### src/rtl/regfile_writeback_queue_pkg.sv
// Shared register-file geometry and writeback-queue types.
// Used by both the register file and the writeback queue.
package regfile_writeback_queue_pkg;

    localparam int unsigned RF_ADDR_W = 5;
    localparam int unsigned RF_DATA_W = 32;
    localparam int unsigned WBQ_DEPTH = 4;

    // Queue activity in one cycle, encoded as {pop, push}.
    typedef enum logic [1:0] {
        WBQ_IDLE = 2'b00,
        WBQ_PUSH = 2'b01,
        WBQ_POP  = 2'b10,
        WBQ_BOTH = 2'b11
    } wbq_op_e;

    function automatic wbq_op_e wbq_op(input logic push, input logic pop);
        return wbq_op_e'({pop, push});
    endfunction

endpackage

### src/rtl/regfile_writeback_queue_forward.sv
// Read-port forwarding for the writeback queue: picks the youngest valid
// queued write that targets the queried register, else the regfile data.
module wbq_forward_mux
    import regfile_writeback_queue_pkg::*;
#(
    parameter int unsigned DEPTH  = WBQ_DEPTH,
    parameter int unsigned ADDR_W = RF_ADDR_W,
    parameter int unsigned DATA_W = RF_DATA_W
) (
    input  logic [DEPTH-1:0][ADDR_W-1:0] ent_reg_i,
    input  logic [DEPTH-1:0][DATA_W-1:0] ent_data_i,
    input  logic [DEPTH-1:0]             ent_valid_i,
    input  logic [$clog2(DEPTH)-1:0]     head_i,
    input  logic [ADDR_W-1:0]            query_i,
    input  logic [DATA_W-1:0]            fallback_i,
    output logic [DATA_W-1:0]            data_o
);

    localparam int unsigned PTR_W = $clog2(DEPTH);

    logic [PTR_W-1:0] idx;

    // Walk oldest to youngest so a later match overrides an earlier one.
    always_comb begin
        data_o = fallback_i;
        idx    = '0;
        for (int unsigned k = 0; k < DEPTH; k++) begin
            idx = head_i + PTR_W'(k);
            if (ent_valid_i[idx] && (ent_reg_i[idx] == query_i)) begin
                data_o = ent_data_i[idx];
            end
        end
    end

endmodule

### src/rtl/regfile_writeback_queue.sv
// Writeback queue in front of the 32x32 register file: buffers writes, drains
// one per cycle onto the regfile write port and forwards pending data to reads.
module regfile_writeback_queue
    import regfile_writeback_queue_pkg::*;
#(
    parameter int unsigned DEPTH  = WBQ_DEPTH,
    parameter int unsigned ADDR_W = RF_ADDR_W,
    parameter int unsigned DATA_W = RF_DATA_W
) (
    input  logic                     clock,
    input  logic                     ctrl_reset_n,
    input  logic                     in_valid,
    output logic                     in_ready,
    input  logic [ADDR_W-1:0]        in_reg,
    input  logic [DATA_W-1:0]        in_data,
    input  logic                     wb_hold,
    output logic                     ctrl_writeEnable,
    output logic [ADDR_W-1:0]        ctrl_writeReg,
    output logic [DATA_W-1:0]        data_writeReg,
    input  logic [ADDR_W-1:0]        ctrl_readRegA,
    input  logic [DATA_W-1:0]        rf_dataA,
    output logic [DATA_W-1:0]        data_readRegA,
    input  logic [ADDR_W-1:0]        ctrl_readRegB,
    input  logic [DATA_W-1:0]        rf_dataB,
    output logic [DATA_W-1:0]        data_readRegB,
    output logic [$clog2(DEPTH):0]   count,
    output logic                     empty,
    output logic                     full
);

    localparam int unsigned PTR_W = $clog2(DEPTH);
    localparam int unsigned CNT_W = PTR_W + 1;
    localparam logic [CNT_W-1:0] FULL_CNT = CNT_W'(DEPTH);

    logic [DEPTH-1:0][ADDR_W-1:0] reg_q, reg_d;
    logic [DEPTH-1:0][DATA_W-1:0] data_q, data_d;
    logic [DEPTH-1:0]             valid_q, valid_d;
    logic [PTR_W-1:0]             head_q, head_d;
    logic [PTR_W-1:0]             tail_q, tail_d;
    logic [CNT_W-1:0]             count_q, count_d;

    logic    push;
    logic    pop;
    wbq_op_e op;

    // Full blocks acceptance even when the head drains this cycle.
    assign empty    = (count_q == '0);
    assign full     = (count_q == FULL_CNT);
    assign in_ready = !full;
    assign count    = count_q;

    assign push = in_valid && !full;
    assign pop  = !empty && !wb_hold;
    assign op   = wbq_op(push, pop);

    assign ctrl_writeEnable = pop;
    assign ctrl_writeReg    = empty ? '0 : reg_q[head_q];
    assign data_writeReg    = empty ? '0 : data_q[head_q];

    always_comb begin
        reg_d   = reg_q;
        data_d  = data_q;
        valid_d = valid_q;
        head_d  = head_q;
        tail_d  = tail_q;
        count_d = count_q;

        if (pop) begin
            valid_d[head_q] = 1'b0;
            head_d          = head_q + PTR_W'(1);
        end
        // Push and pop never share a slot: push needs !full, pop needs !empty.
        if (push) begin
            reg_d[tail_q]   = in_reg;
            data_d[tail_q]  = in_data;
            valid_d[tail_q] = 1'b1;
            tail_d          = tail_q + PTR_W'(1);
        end

        case (op)
            WBQ_PUSH: count_d = count_q + CNT_W'(1);
            WBQ_POP:  count_d = count_q - CNT_W'(1);
            default:  count_d = count_q;
        endcase
    end

    always_ff @(posedge clock or negedge ctrl_reset_n) begin
        if (!ctrl_reset_n) begin
            reg_q   <= '0;
            data_q  <= '0;
            valid_q <= '0;
            head_q  <= '0;
            tail_q  <= '0;
            count_q <= '0;
        end else begin
            reg_q   <= reg_d;
            data_q  <= data_d;
            valid_q <= valid_d;
            head_q  <= head_d;
            tail_q  <= tail_d;
            count_q <= count_d;
        end
    end

    wbq_forward_mux #(
        .DEPTH  (DEPTH),
        .ADDR_W (ADDR_W),
        .DATA_W (DATA_W)
    ) u_fwd_a (
        .ent_reg_i   (reg_q),
        .ent_data_i  (data_q),
        .ent_valid_i (valid_q),
        .head_i      (head_q),
        .query_i     (ctrl_readRegA),
        .fallback_i  (rf_dataA),
        .data_o      (data_readRegA)
    );

    wbq_forward_mux #(
        .DEPTH  (DEPTH),
        .ADDR_W (ADDR_W),
        .DATA_W (DATA_W)
    ) u_fwd_b (
        .ent_reg_i   (reg_q),
        .ent_data_i  (data_q),
        .ent_valid_i (valid_q),
        .head_i      (head_q),
        .query_i     (ctrl_readRegB),
        .fallback_i  (rf_dataB),
        .data_o      (data_readRegB)
    );

endmodule

### config.mk
export PLATFORM = sky130hd
export DESIGN_NAME = regfile_writeback_queue
export DESIGN_NICKNAME = d
export VERILOG_FILES = /design/src/rtl/regfile_writeback_queue_pkg.sv /design/src/rtl/regfile_writeback_queue_forward.sv /design/src/rtl/regfile_writeback_queue.sv
export SDC_FILE = /design/constraint.sdc
export NUM_CORES = 1
export LEC_CHECK = 0
export CAP_MARGIN = 20
export CORE_MARGIN = 3
export CORE_UTILIZATION = 30
export DETAILED_ROUTE_END_ITERATION = 8
export HOLD_SLACK_MARGIN = 0.03
export PLACE_DENSITY = 0.47
export SYNTH_ARGS = -nofsm -noshare
export SYNTH_HDL_FRONTEND = slang
export SYNTH_SLANG_ARGS = --single-unit
### constraint.sdc
create_clock -name clock -period 6.4 [get_ports clock]
set_input_delay 0.64 -clock clock [delete_from_list [all_inputs] [get_ports clock]]
set_output_delay 0.64 -clock clock [all_outputs]
set_load 0.005 [all_outputs]
# Yosys cells after proc, flatten, opt, wreduce, memory -nomap -nowiden
# Cells that the tools add are included.
# totals
register_bits	159
elab_cells	103
inputBits	115
mem_bits_rw	0
n_memories	0
latchBits	0
romBits	0
# op_classes
bitwise_logic	3
mux	47
eq_ne	11
n_reduce_logical	17
magnitude_cmp	7
shift	0
add_sub_neg	6
div_mod_pow	0
multipliers	0
# op_table
operator	count
two-way mux 32 bit	14
binary-select mux 32 bit (select 2 bit)	4
bitwise mux 128 bit	1
demux 32 bit (select 2 bit)	1
binary-select mux 5 bit (select 2 bit)	4
== test 5 bit	8
two-way mux 5 bit	6
bitwise mux 20 bit	1
less-than comparator 2 x 3 -> 1 bit, second input constant	5
logical AND 1 bit	12
demux 5 bit (select 2 bit)	1
binary-select mux 1 bit (select 2 bit)	4
two-way mux 4 bit	2
two-way mux 1 bit	6
one-hot mux 3 bit (2 select lines)	1
adder 2 x 1 -> 2 bit, second input constant	2
adder 2 bit, second input constant	2
AND 4 bit	1
demux 1 bit (select 2 bit)	2
greater-or-equal comparator 2 x 1 -> 1 bit, second input constant	2
inverter 4 bit	1
bitwise OR 4 bit	1
adder 3 x 1 -> 3 bit, second input constant	1
== test 3 bit, second input constant	1
other kinds (6)	8

# Logic depth before layout (Yosys ltp)
# Gate-level depths: netlist of run 1.
# logic_depth
word_depth	9
ltp_mapped	18
mapped_depth_nobuf	10

# By module
# Synthesis of run 1 repeated with hierarchy kept, for this count alone.
# unflattened
hier_cells	1837
hier_area_um2	17360.4
# modules_own_cells
mod	n_inst	cells_per_inst	area_each_um2
wbq_forward_mux	2	690	4884.7
regfile_writeback_queue	1	457	7591.0

# Worst setup path after synthesis of run 1
# Ideal clock, no wire load.
# synth_path
path_kind	flip-flop to output port
start	register head_q[0]
end	output port data_readRegB[21]
required_time_ps	5760
arrival_ps	4121
path_buffers	10
setup_slack_ps	1639
stages_incl_launch_ff	19
cell_sequence	dfrtp_1 > buf_6 > buf_6 > buf_4 > buf_4 > buf_2 > buf_2 > clkinv_1 > ha_1 > buf_2 > buf_2 > mux4_2 > xor2_1 > nor4_1 > and2_1 > buf_2 > buf_2 > a221oi_2 > o221ai_1
# synth_between
word_cells_on_any_way	39
classes_between	3 x add/sub; 4 x eq/ne; 28 x mux; 4 x reduce/logical
# synth_rtl
element	line_no	source
from (decl)	regfile_writeback_queue.sv:38	logic [PTR_W-1:0] head_q, head_d;
from (signal assigned)	regfile_writeback_queue.sv:92	head_q <= '0;
from (signal assigned)	regfile_writeback_queue.sv:99	head_q <= head_d;
adder 2 bit (*)	-	
via u_fwd_a.idx[0]	regfile_writeback_queue_forward.sv:21	logic [PTR_W-1:0] idx;
binary-select mux 5 bit (select 2 bit)	regfile_writeback_queue_forward.sv:29	if (ent_valid_i[idx] && (ent_reg_i[idx] == query_i)) begin
two-way mux 5 bit (implied by the code)	regfile_writeback_queue_forward.sv:29	
== test 5 bit	regfile_writeback_queue_forward.sv:29	
logical AND 1 bit	regfile_writeback_queue_forward.sv:29	
two-way mux 32 bit (*)	regfile_writeback_queue_forward.sv:29	
to (decl)	regfile_writeback_queue.sv:25	output logic [DATA_W-1:0] data_readRegB,
# Mark *: on every way through the listed nets, which the timed path passes. The rest lies on a longest branch. The select of a mux whose other input is x is not followed.

# Final worst setup path of run 1
# layout_path
start	register head_q[1]
end	output port data_readRegA[31]
# layout_between
elab_chain_len	8
word_cells_on_any_way	39
classes_between	3 x add/sub; 4 x eq/ne; 28 x mux; 4 x reduce/logical
# layout_rtl
element	line_no	source
adder 2 x 1 -> 2 bit / binary-select mux 5 bit (select 2 bit) (equally long branches)	regfile_writeback_queue_forward.sv:28, regfile_writeback_queue_forward.sv:29	
binary-select mux 5 bit (select 2 bit) / two-way mux 5 bit (equally long branches)	regfile_writeback_queue_forward.sv:29	
two-way mux 5 bit (implied by the code) / == test 5 bit (equally long branches)	regfile_writeback_queue_forward.sv:29	
== test 5 bit / logical AND 1 bit (equally long branches)	regfile_writeback_queue_forward.sv:29	
logical AND 1 bit / two-way mux 32 bit (equally long branches)	regfile_writeback_queue_forward.sv:29	
two-way mux 32 bit (2 in a row)	regfile_writeback_queue_forward.sv:29	
two-way mux 32 bit (*)	regfile_writeback_queue_forward.sv:29	
to (decl)	regfile_writeback_queue.sv:22	output logic [DATA_W-1:0] data_readRegA,
# Every way passes the cells marked *; elsewhere a longest branch is shown, timed or not. The select of a mux whose other input is x is not followed.

==> flow_metrics.env, run 1 <==
export IMPL_rsz0062_at_grt="false"
export IMPL_ff2ff_path_depth=6
export IMPL_cts_sinks=159
export IMPL_synth_area_top_cells="dfrtp_1, mux4_2, mux2_2"
export IMPL_drt_total_wl_um=48890
export IMPL_grt_overflow_total=0
export IMPL_synth_top_family_by_area="multiplexers"
export IMPL_fin_util=0.3820
export IMPL_ctsResizeCount=0
export IMPL_port_buffers=222
export IMPL_routabilityCongestion=0.7999
export IMPL_diodes=0
export IMPL_syn_to_final_growth_pct=25.23
export IMPL_vias=11120
export IMPL_reg2reg_from="count[0]$_DFFE_PN0P_"
export IMPL_slew_violations=0
export IMPL_detail_route_wl_per_cell_um=26.16
export IMPL_grt_start_max_net_pins=70
export IMPL_syn_instance_count=1124
export IMPL_dieWidth_um=216.0
export IMPL_synth_area_leader_cell="dfrtp_1"
export IMPL_drtIter0Drc=1107
export IMPL_r2r_setup_slack_ns=3.96
export IMPL_synthMuxAreaShare=0.3853
export IMPL_gr_usage_all_layers=0.2061
export IMPL_synth_compound_area_frac=0.1369
export IMPL_layout_min_cycle_time_ns=5.734
export IMPL_fill_cells=4267
export IMPL_slew_limit_headroom=0.2846
export IMPL_drt_first_pass_iters=6
export IMPL_synth_avg_cell_area_sq_um=11.77
export IMPL_synth_xor_area_frac=0.02980
export IMPL_layout_drive_gt1_share=0.3209
export IMPL_synth_simple_area_share=0.08485
export IMPL_synth_top_area_share=0.3008
export IMPL_dpl_hpwl_um=32350
export IMPL_slowest_delay_ns=0.84
export IMPL_rr_endpoint="data_q[116]$_DFFE_PN0P_"
export IMPL_cts_tree="done"
export IMPL_grt_pass1_vias=11220
export IMPL_slowest_stage="buf_4"
export IMPL_crit_chain="buf_4 -> mux4_2 -> xor2_1 -> nor4_4 -> nand3b_2 -> a221oi_1 -> o221ai_1 -> clkdlybuf4s50_1"
export IMPL_syn_nets=1249
export IMPL_power_density_mw_per_mm2=662.1
export IMPL_cp_required_ns=5.76
export IMPL_synth_seq_cells=159
export IMPL_final_period_utilization=0.8960
export IMPL_final_nets=1396
export IMPL_synth_edf_count=0
export IMPL_synth_flop_cell="dfrtp_1"
export IMPL_htreeDepth=4
export IMPL_numCtsBuffers=17
export IMPL_final_setup_viol_count=0
export IMPL_cts_buffer_depth=2
export IMPL_crit_path_start_kind="flip-flop"
export IMPL_grt_pass1_wl_um=73330
export IMPL_root_buffer="clkbuf_16"
export IMPL_chipHeight_um=216.0
export IMPL_crit_fanout=69
export IMPL_worst_pin_slew_ns=1.067
export IMPL_synth_seq_area_share=0.3008
export IMPL_clock_latency_ns=0.44
export IMPL_max_freq_mhz=174.4
export IMPL_ios=223
export IMPL_path_clk_slew_ns=0.08
export IMPL_start_util=0.3051
export IMPL_worst_ep_arrival_time_ns=5.09
export IMPL_worst_path_buf_inv=2
export IMPL_fp_coreArea_sq_mm=0.04336
export IMPL_syn_cell_area_sq_mm=0.01323
export IMPL_p_leak_nw=6.087
export IMPL_antenna_found_initial=1
export IMPL_ys_types=35
export IMPL_setup_tns_ns=0
export IMPL_worstSetupPathType="reg -> out"
export IMPL_outcome="finished, final reports clean"
export IMPL_synth_fa_ha_area_frac=0.01003
export IMPL_antenna_left=0
export IMPL_min_path_type="in -> async"
export IMPL_die_area_sq_mm=0.04665
export IMPL_endpoint_kind="primary output"
export IMPL_crit_family="buffers and inverters"
export IMPL_routed_via_density=5.950
export IMPL_cap_violations=0
export IMPL_cts_setup_buffers=0
export IMPL_drc=0
export IMPL_hold_viol_final=0
export IMPL_synth_warnings=0
export IMPL_ctsHoldBuffers=0
export IMPL_synthArstFlopShare=1.000
export IMPL_finalClockSkew_ns=0.01716
export IMPL_row_count=76
export IMPL_peakVddDrop_uv=308.9
cells in the final DEF (no fill, tap or decap), types with 2 or more instances in the layout:
cell type / netlist / final
a221oi_1: 35 / 35
a221oi_2: 29 / 29
and2_1: 5 / 3
and2_2: 0 / 2
buf_4: 5 / 23
clkbuf_16: 0 / 17
clkdlybuf4s50_1: 0 / 221
clkinv_4: 0 / 3
clkinv_8: 0 / 6
dfrtp_1: 159 / 157
dfrtp_4: 0 / 2
ha_1: 9 / 8
inv_1: 39 / 39
inv_8: 0 / 4
mux2_2: 151 / 151
mux2i_1: 4 / 4
mux4_2: 149 / 149
nand2_1: 121 / 114
nand2_2: 0 / 7
nand3_2: 0 / 2
nand4_1: 2 / 2
nor2_1: 69 / 68
nor2b_1: 36 / 36
nor4_1: 4 / 4
nor4_4: 2 / 2
o211ai_1: 64 / 64
o21ai_0: 5 / 5
o221ai_1: 63 / 63
or2_2: 0 / 2
xnor2_1: 17 / 17
xor2_1: 28 / 26
xor2_4: 0 / 2
cells in the mapped netlist (9+ instances only):
master / count
a221oi_1: 35
a221oi_2: 29
buf_1: 15
buf_2: 35
clkbuf_1: 58
dfrtp_1: 159
ha_1: 9
inv_1: 39
mux2_2: 151
mux4_2: 149
nand2_1: 121
nor2_1: 69
nor2b_1: 36
o211ai_1: 64
o221ai_1: 63
xnor2_1: 17
xor2_1: 28
cell families after synthesis:
logic type      count (synthesis)
buf+inv                       158
xor+xnor                       45
fa+ha+maj                      10
flops                         159
mux                           304
compound gates                198
simple gates                  250
state kept, by name, indices dropped and copies added (netlist names):
register and cells:
data_q 128, reg_q 20, valid_q 4, count 3
head_q 2, tail_q 2
layer usage:
| metal | global-route usage | up-vias | wire [um] |
|---|---|---|---|
| met5 | 0 | - | 12 |
| met4 | 0.05450 | 2 | 989 |
| met3 | 0.03703 | 80 | 3191 |
| met2 | 0.3341 | 507 | 23250 |
| met1 | 0.2859 | 5816 | 21450 |
| li1 | - | 4715 | - |
worst max path at each step:
stage | startpoint | to | slack [ns] | cells past startpoint
after floorplan | head_q[0]$_DFFE_PN0N_ | data_readRegB[21] | 1.64 | 18
after global placement | head_q[0]$_DFFE_PN0N_ | data_readRegA[31] | 1.21 | 8
after detailed placement | head_q[0]$_DFFE_PN0N_ | data_readRegA[31] | 1.16 | 8
after CTS | head_q[0]$_DFFE_PN0N_ | data_readRegB[30] | 0.66 | 10
after global routing | head_q[0]$_DFFE_PN0N_ | data_readRegB[18] | 0.37 | 10
final | head_q[1]$_DFFE_PN0N_ | data_readRegA[31] | 0.67 | 8
stage by stage:
| step | cell area, sq um | instances | total power, W | hold WS (ns) | setup slack (ns) |
|---|---|---|---|---|---|
| after detailed placement | 15950 | 1837 | 0.009884 | 0.5307 | 1.165 |
| after global routing | 16560 | 1869 | 0.01168 | 0.2565 | 0.3722 |
| after CTS | 16560 | 1869 | 0.01100 | 0.2333 | 0.6631 |
| after floorplan | 13230 | 1124 | 0.007111 | 0.3444 | 1.639 |
| after global placement | 15950 | 1837 | 0.009839 | 0.5262 | 1.210 |
| final | 16560 | 1869 | 0.01097 | 0.2215 | 0.6658 |
power by group:
group / total, W / switching (W) / internal (W)
registers: 0.00219 / 0.000655 / 0.00153
clock network: 0.00107 / 0.000530 / 0.000535
logic: 0.00772 / 0.00367 / 0.00404
area by class of cell:
type | instances | area (sq um) | share of cell area
clock buffers | 17 | 425.4 | 0.02568
clock inverters | 15 | 193.9 | 0.01171
inverters | 40 | 150.1 | 0.009064
multi-input cells | 807 | 8661 | 0.5229
flip-flops and latches | 159 | 3986 | 0.2407
well taps | 585 | 732.0 | 0.04419
repair buffers | 246 | 2416 | 0.1459
(Power assumes the default switching activity.)
==> run 2: changes to the inputs <==
Settings changed: CORE_UTILIZATION 30 to 55, PLACE_DENSITY 0.47 to 0.79.
==> flow_metrics.env, run 2 (synthesis results as in run 1) <==
export IMPL_outcome="finished, final reports clean"
export IMPL_largest_reg_flops=128
export IMPL_comb_power_share=0.704
export IMPL_rsz0062_at_grt="false"
export IMPL_ios=223
export IMPL_fill_cells=1735
export IMPL_switching_power_w=0.004641
export IMPL_htreeDepth=4
export IMPL_peakVddDrop_uv=499.7
export IMPL_regArea_sq_mm=0.003986
export IMPL_slew_limit_headroom=0.2874
export IMPL_p_total_w=0.01084
export IMPL_vias=11550
export IMPL_grt_pass1_vias=11500
export IMPL_antenna_found_initial=1
export IMPL_slew_violations=0
export IMPL_multiInputGateArea_sq_mm=0.008652
export IMPL_cts_setup_buffers=0
export IMPL_grt_start_max_net_pins=112
export IMPL_cts_buffer_depth=2
export IMPL_sw_frac_of_total=0.4280
export IMPL_cts_tree="done"
export IMPL_biggestRegsByFlops="data_q: 128 flops, reg_q: 20 flops, valid_q: 4 flops"
export IMPL_ctsHoldBuffers=0
export IMPL_detail_route_wl_per_cell_um=26.58
export IMPL_die_area_sq_mm=0.02595
export IMPL_power_share_clock=0.097
export IMPL_cp_required_ns=5.76
export IMPL_drt_first_pass_iters=8
export IMPL_r2r_setup_slack_ns=3.85
export IMPL_drt_total_wl_um=42600
export IMPL_hold_viol_final=0
export IMPL_setup_slack_ns=0.6057
export IMPL_cap_violations=0
export IMPL_fp_coreArea_sq_mm=0.02354
export IMPL_setup_tns_ns=0
export IMPL_row_count=56
export IMPL_power_density_mw_per_mm2=667.4
export IMPL_worst_ep_arrival_time_ns=5.15
export IMPL_layout_drive_gt1_share=0.3198
export IMPL_startpoint="head_q[0]$_DFFE_PN0N_"
export IMPL_ff2ff_path_depth=9
export IMPL_port_buffers=222
export IMPL_gr_usage_all_layers=0.3225
export IMPL_numCtsBuffers=17
export IMPL_drc=0
export IMPL_drtIter0Drc=1404
export IMPL_final_period_utilization=0.9054
export IMPL_endpoint_kind="primary output"
export IMPL_dieWidth_um=161.1
export IMPL_worstSetupPathType="reg -> out"
export IMPL_regMostFlops="data_q"
export IMPL_path_clk_slew_ns=0.06
export IMPL_reg2reg_from="count[0]$_DFFE_PN0P_"
export IMPL_root_buffer="clkbuf_16"
export IMPL_p_leak_nw=6.073
export IMPL_worst_pin_slew_ns=1.063
export IMPL_hold_worst_slack_ns=0.04531
export IMPL_grt_overflow_total=0
export IMPL_routed_via_density=7.205
export IMPL_pwr_share_seq=0.199
export IMPL_crit_path_start_kind="flip-flop"
export IMPL_mostFrequentLayoutCells="clkdlybuf4s50_1, dfrtp_1, mux2_2, mux4_2, nand2_1"
export IMPL_final_common_cell="clkdlybuf4s50_1"
export IMPL_rr_endpoint="count[2]$_DFFE_PN0P_"
export IMPL_clock_latency_ns=0.43
export IMPL_layout_min_cycle_time_ns=5.794
export IMPL_final_nets=1395
export IMPL_max_freq_mhz=172.6
export IMPL_routabilityCongestion=0.8588
export IMPL_grt_pass1_wl_um=64850
export IMPL_crit_fanout=33
export IMPL_chipHeight_um=161.1
export IMPL_antenna_left=0
export IMPL_ctsResizeCount=0
export IMPL_finalClockSkew_ns=0.01309
export IMPL_place_inst=1568
export IMPL_power_internal_w=0.006203
export IMPL_syn_to_final_growth_pct=22.82
export IMPL_start_util=0.5619
export IMPL_pre_cts_ws_ns=1.199
export IMPL_final_setup_viol_count=0
export IMPL_dpl_hpwl_um=26110
export IMPL_final_cells=1603
export IMPL_min_path_type="in -> async"
export IMPL_cts_sinks=159
export IMPL_crit_end="data_readRegA[17]"
## run 2: final cells by class
| cell class | instances | area share |
|---|---|---|
| Antenna cell | 2 | 0.0003080 |
| Clock buffer | 18 | 0.02703 |
| Clock inverter | 13 | 0.01024 |
| Inverter | 40 | 0.009241 |
| Multi-Input combinational cell | 807 | 0.5325 |
| Sequential cell | 159 | 0.2454 |
| Tap cell | 319 | 0.02457 |
| Timing Repair Buffer | 245 | 0.1507 |
## run 2: worst max-delay path, stage by stage, from the launching register on
cell	delay, ns
dfrtp_4	0.41
buf_4	0.40
mux4_2	0.66
xor2_1	0.20
nor4_4	0.25
buf_4	0.52
nand3b_2	0.89
a221oi_1	0.58
o221ai_1	0.25
clkdlybuf4s50_1	0.53
## run 2: per-stage QoR
stage / area, sq um / util
2_1_floorplan: 13230 / -
3_3_place_gp: 15580 / 0.6618
3_5_place_dp: 15580 / 0.6618
4_1_cts: 16190 / 0.6876
5_1_grt: 16240 / 0.6900
6_report: 16250 / 0.6901
## run 2: worst min-delay path by stage
| stage | start | to | slack (ns) | depth (start not counted) |
|---|---|---|---|---|
| floorplan | ctrl_reset_n | count[0]$_DFFE_PN0P_ | 0.34 | 0 |
| global placement | valid_q[3]$_DFF_PN0_ | valid_q[3]$_DFF_PN0_ | 0.53 | 2 |
| detailed placement | count[0]$_DFFE_PN0P_ | count[0]$_DFFE_PN0P_ | 0.54 | 1 |
| CTS | ctrl_reset_n | data_q[80]$_DFFE_PN0P_ | 0.41 | 1 |
| global route | ctrl_reset_n | data_q[48]$_DFFE_PN0P_ | 0.04 | 1 |
| finish | ctrl_reset_n | data_q[112]$_DFFE_PN0P_ | 0.05 | 1 |
## run 2: layer usage
layer	routed length [um]	vias up	part of all wire	GRT usage
met5	0	-	0	0
met4	1630	0	0.038	0.1287
met3	5737	189	0.13	0.1028
met2	20170	961	0.47	0.5141
met1	15070	5673	0.35	0.4138
li1	-	4726	-	-
## run 2: power groups by stage
stage | combinational (W) | sequential [W] | clock (W)
final | 0.00763 | 0.00216 | 0.00106
after global routing | 0.00809 | 0.00223 | 0.00111
after CTS | 0.00751 | 0.00213 | 0.00107
after detailed placement | 0.00746 | 0.00214 | 0
after global placement | 0.00732 | 0.00208 | 0
after floorplan | 0.00519 | 0.00193 | 0
==> run 3: changes to the inputs <==
Settings changed: CORE_MARGIN 3 to 2.
==> flow_metrics.env, run 3 (synthesis results as in run 1) <==
export IMPL_outcome="finished, final reports clean"
export IMPL_p_leak_nw=6.076
export IMPL_hold_viol_final=0
export IMPL_final_nets=1394
export IMPL_grt_start_max_net_pins=99
export IMPL_final_cells=1600
export IMPL_detail_route_wl_per_cell_um=25.70
export IMPL_die_area_sq_mm=0.02531
export IMPL_start_util=0.5619
export IMPL_clock_latency_ns=0.43
export IMPL_gr_usage_all_layers=0.3237
export IMPL_place_inst=1568
export IMPL_cts_sinks=159
export IMPL_ctsResizeCount=0
export IMPL_mostFrequentLayoutCells="clkdlybuf4s50_1, dfrtp_1, mux2_2, mux4_2, nand2_1"
export IMPL_vias=11320
export IMPL_dieWidth_um=159.1
export IMPL_grt_pass1_wl_um=64190
export IMPL_drt_total_wl_um=41120
export IMPL_ios=223
export IMPL_root_buffer="clkbuf_16"
export IMPL_setup_slack_ns=0.5475
export IMPL_switching_power_w=0.004560
export IMPL_biggestRegsByFlops="data_q: 128 flops, reg_q: 20 flops, valid_q: 4 flops"
export IMPL_antenna_found_initial=1
export IMPL_dpl_hpwl_um=26030
export IMPL_antenna_left=0
export IMPL_fill_cells=1739
export IMPL_layout_drive_gt1_share=0.3193
export IMPL_worst_pin_slew_ns=1.022
export IMPL_regMostFlops="data_q"
export IMPL_drc=0
export IMPL_dpl_cell_area_sq_mm=0.01557
export IMPL_layout_min_cycle_time_ns=5.852
export IMPL_worstSetupPathType="reg -> out"
export IMPL_r2r_setup_slack_ns=3.77
export IMPL_setup_tns_ns=0
export IMPL_worst_ep_arrival_time_ns=5.21
export IMPL_slew_limit_headroom=0.3168
export IMPL_drtIter0Drc=986
export IMPL_chipHeight_um=159.1
export IMPL_comb_power_share=0.692
export IMPL_cp_required_ns=5.76
export IMPL_routed_via_density=7.073
export IMPL_min_path_type="in -> async"
export IMPL_final_setup_viol_count=0
export IMPL_drt_first_pass_iters=7
export IMPL_power_share_clock=0.104
export IMPL_row_count=56
export IMPL_finalClockSkew_ns=0.01225
export IMPL_slew_violations=0
export IMPL_routabilityCongestion=0.8869
export IMPL_htreeDepth=4
export IMPL_cts_setup_buffers=0
export IMPL_pwr_share_seq=0.205
export IMPL_final_period_utilization=0.9145
export IMPL_crit_fanout=23
export IMPL_ctsHoldBuffers=0
export IMPL_grt_pass1_vias=11190
export IMPL_rsz0062_at_grt="false"
export IMPL_pre_cts_ws_ns=1.030
export IMPL_cts_tree="done"
export IMPL_port_buffers=222
export IMPL_max_freq_mhz=170.9
export IMPL_fp_coreArea_sq_mm=0.02354
export IMPL_cts_buffer_depth=2
export IMPL_path_clk_slew_ns=0.06
export IMPL_crit_path_start_kind="flip-flop"
export IMPL_sw_frac_of_total=0.4206
export IMPL_largest_reg_flops=128
export IMPL_peakVddDrop_uv=462.4
export IMPL_grt_overflow_total=0
export IMPL_power_density_mw_per_mm2=667.4
export IMPL_cap_violations=0
export IMPL_stdcell_area_sq_mm=0.01625
export IMPL_syn_to_final_growth_pct=22.82
export IMPL_endpoint_kind="primary output"
export IMPL_final_common_cell="clkdlybuf4s50_1"
export IMPL_power_internal_w=0.006282
export IMPL_diodes=0
export IMPL_numCtsBuffers=17
export IMPL_p_total_w=0.01084
run 3: cell count changes in the layout (fill, tap and decap cells not counted):
cell	delta
clkinv_4	-5
clkbuf_8	+4
diode_2	-2
buf_12	-1
buf_16	-1
buf_4	+1
bufinv_16	+1
clkinv_2	-1
clkinvlp_4	+1
run 3: worst max-delay path, cell delays in order, from the launching register on:
cell	delay (ns)
dfrtp_4	0.65
clkinv_1	0.39
ha_4	0.52
mux4_2	0.56
xor2_1	0.16
nor4_1	0.49
and2_2	0.75
buf_4	0.35
a221oi_2	0.05
o221ai_1	0.26
clkdlybuf4s50_1	0.56
run 3: final timing paths:
kind | startpoint | endpoint | cells past startpoint
hold reg to reg | count[2]$_DFFE_PN0P_ | count[2]$_DFFE_PN0P_ | 1
hold / removal | ctrl_reset_n | data_q[57]$_DFFE_PN0P_ | 1
setup reg to reg | count[0]$_DFFE_PN0P_ | count[2]$_DFFE_PN0P_ | 9
min in group clock | count[2]$_DFFE_PN0P_ | count[2]$_DFFE_PN0P_ | 1
setup / recovery | head_q[0]$_DFFE_PN0N_ | data_readRegB[5] | 10
max in group asynchronous | ctrl_reset_n | head_q[0]$_DFFE_PN0N_ | 2
run 3: power by group through the flow:
stage                     Clock (W)  Combinational (W)  Sequential, W
final                       0.00112            0.00750        0.00222
after floorplan                   0            0.00519        0.00193
after CTS                   0.00113            0.00740        0.00219
after global placement            0            0.00721        0.00213
after global routing        0.00118            0.00794        0.00231
after detailed placement          0            0.00735        0.00220
run 3: cell type report:
class | count | area [sq um] | area share
multi-input cells | 807 | 8652 | 0.5326
flip-flops and latches | 159 | 3986 | 0.2454
repair buffers | 244 | 2409 | 0.1483
clock buffers | 22 | 494.2 | 0.03042
well taps | 319 | 399.1 | 0.02457
clock inverters | 9 | 155.1 | 0.009550
inverters | 40 | 150.1 | 0.009242
run 3: metal layers:
layer  global-route usage  wire, um  up-vias  part of all wire
li1                     -         -     4706                 -
met1               0.4199     15020     5597              0.37
met2               0.5111     19330      862              0.47
met3               0.1037      5155      150              0.13
met4               0.1252      1598        2             0.039
met5                    0        13        -           0.00032
run 3: metrics by stage:
stage	utilization	hold WS, ns
after global placement	0.6613	0.5240
after detailed placement	0.6613	0.5375
after CTS	0.6889	0.3438
after floorplan	-	0.3444
final	0.6901	0.3117
after global routing	0.6901	0.3869
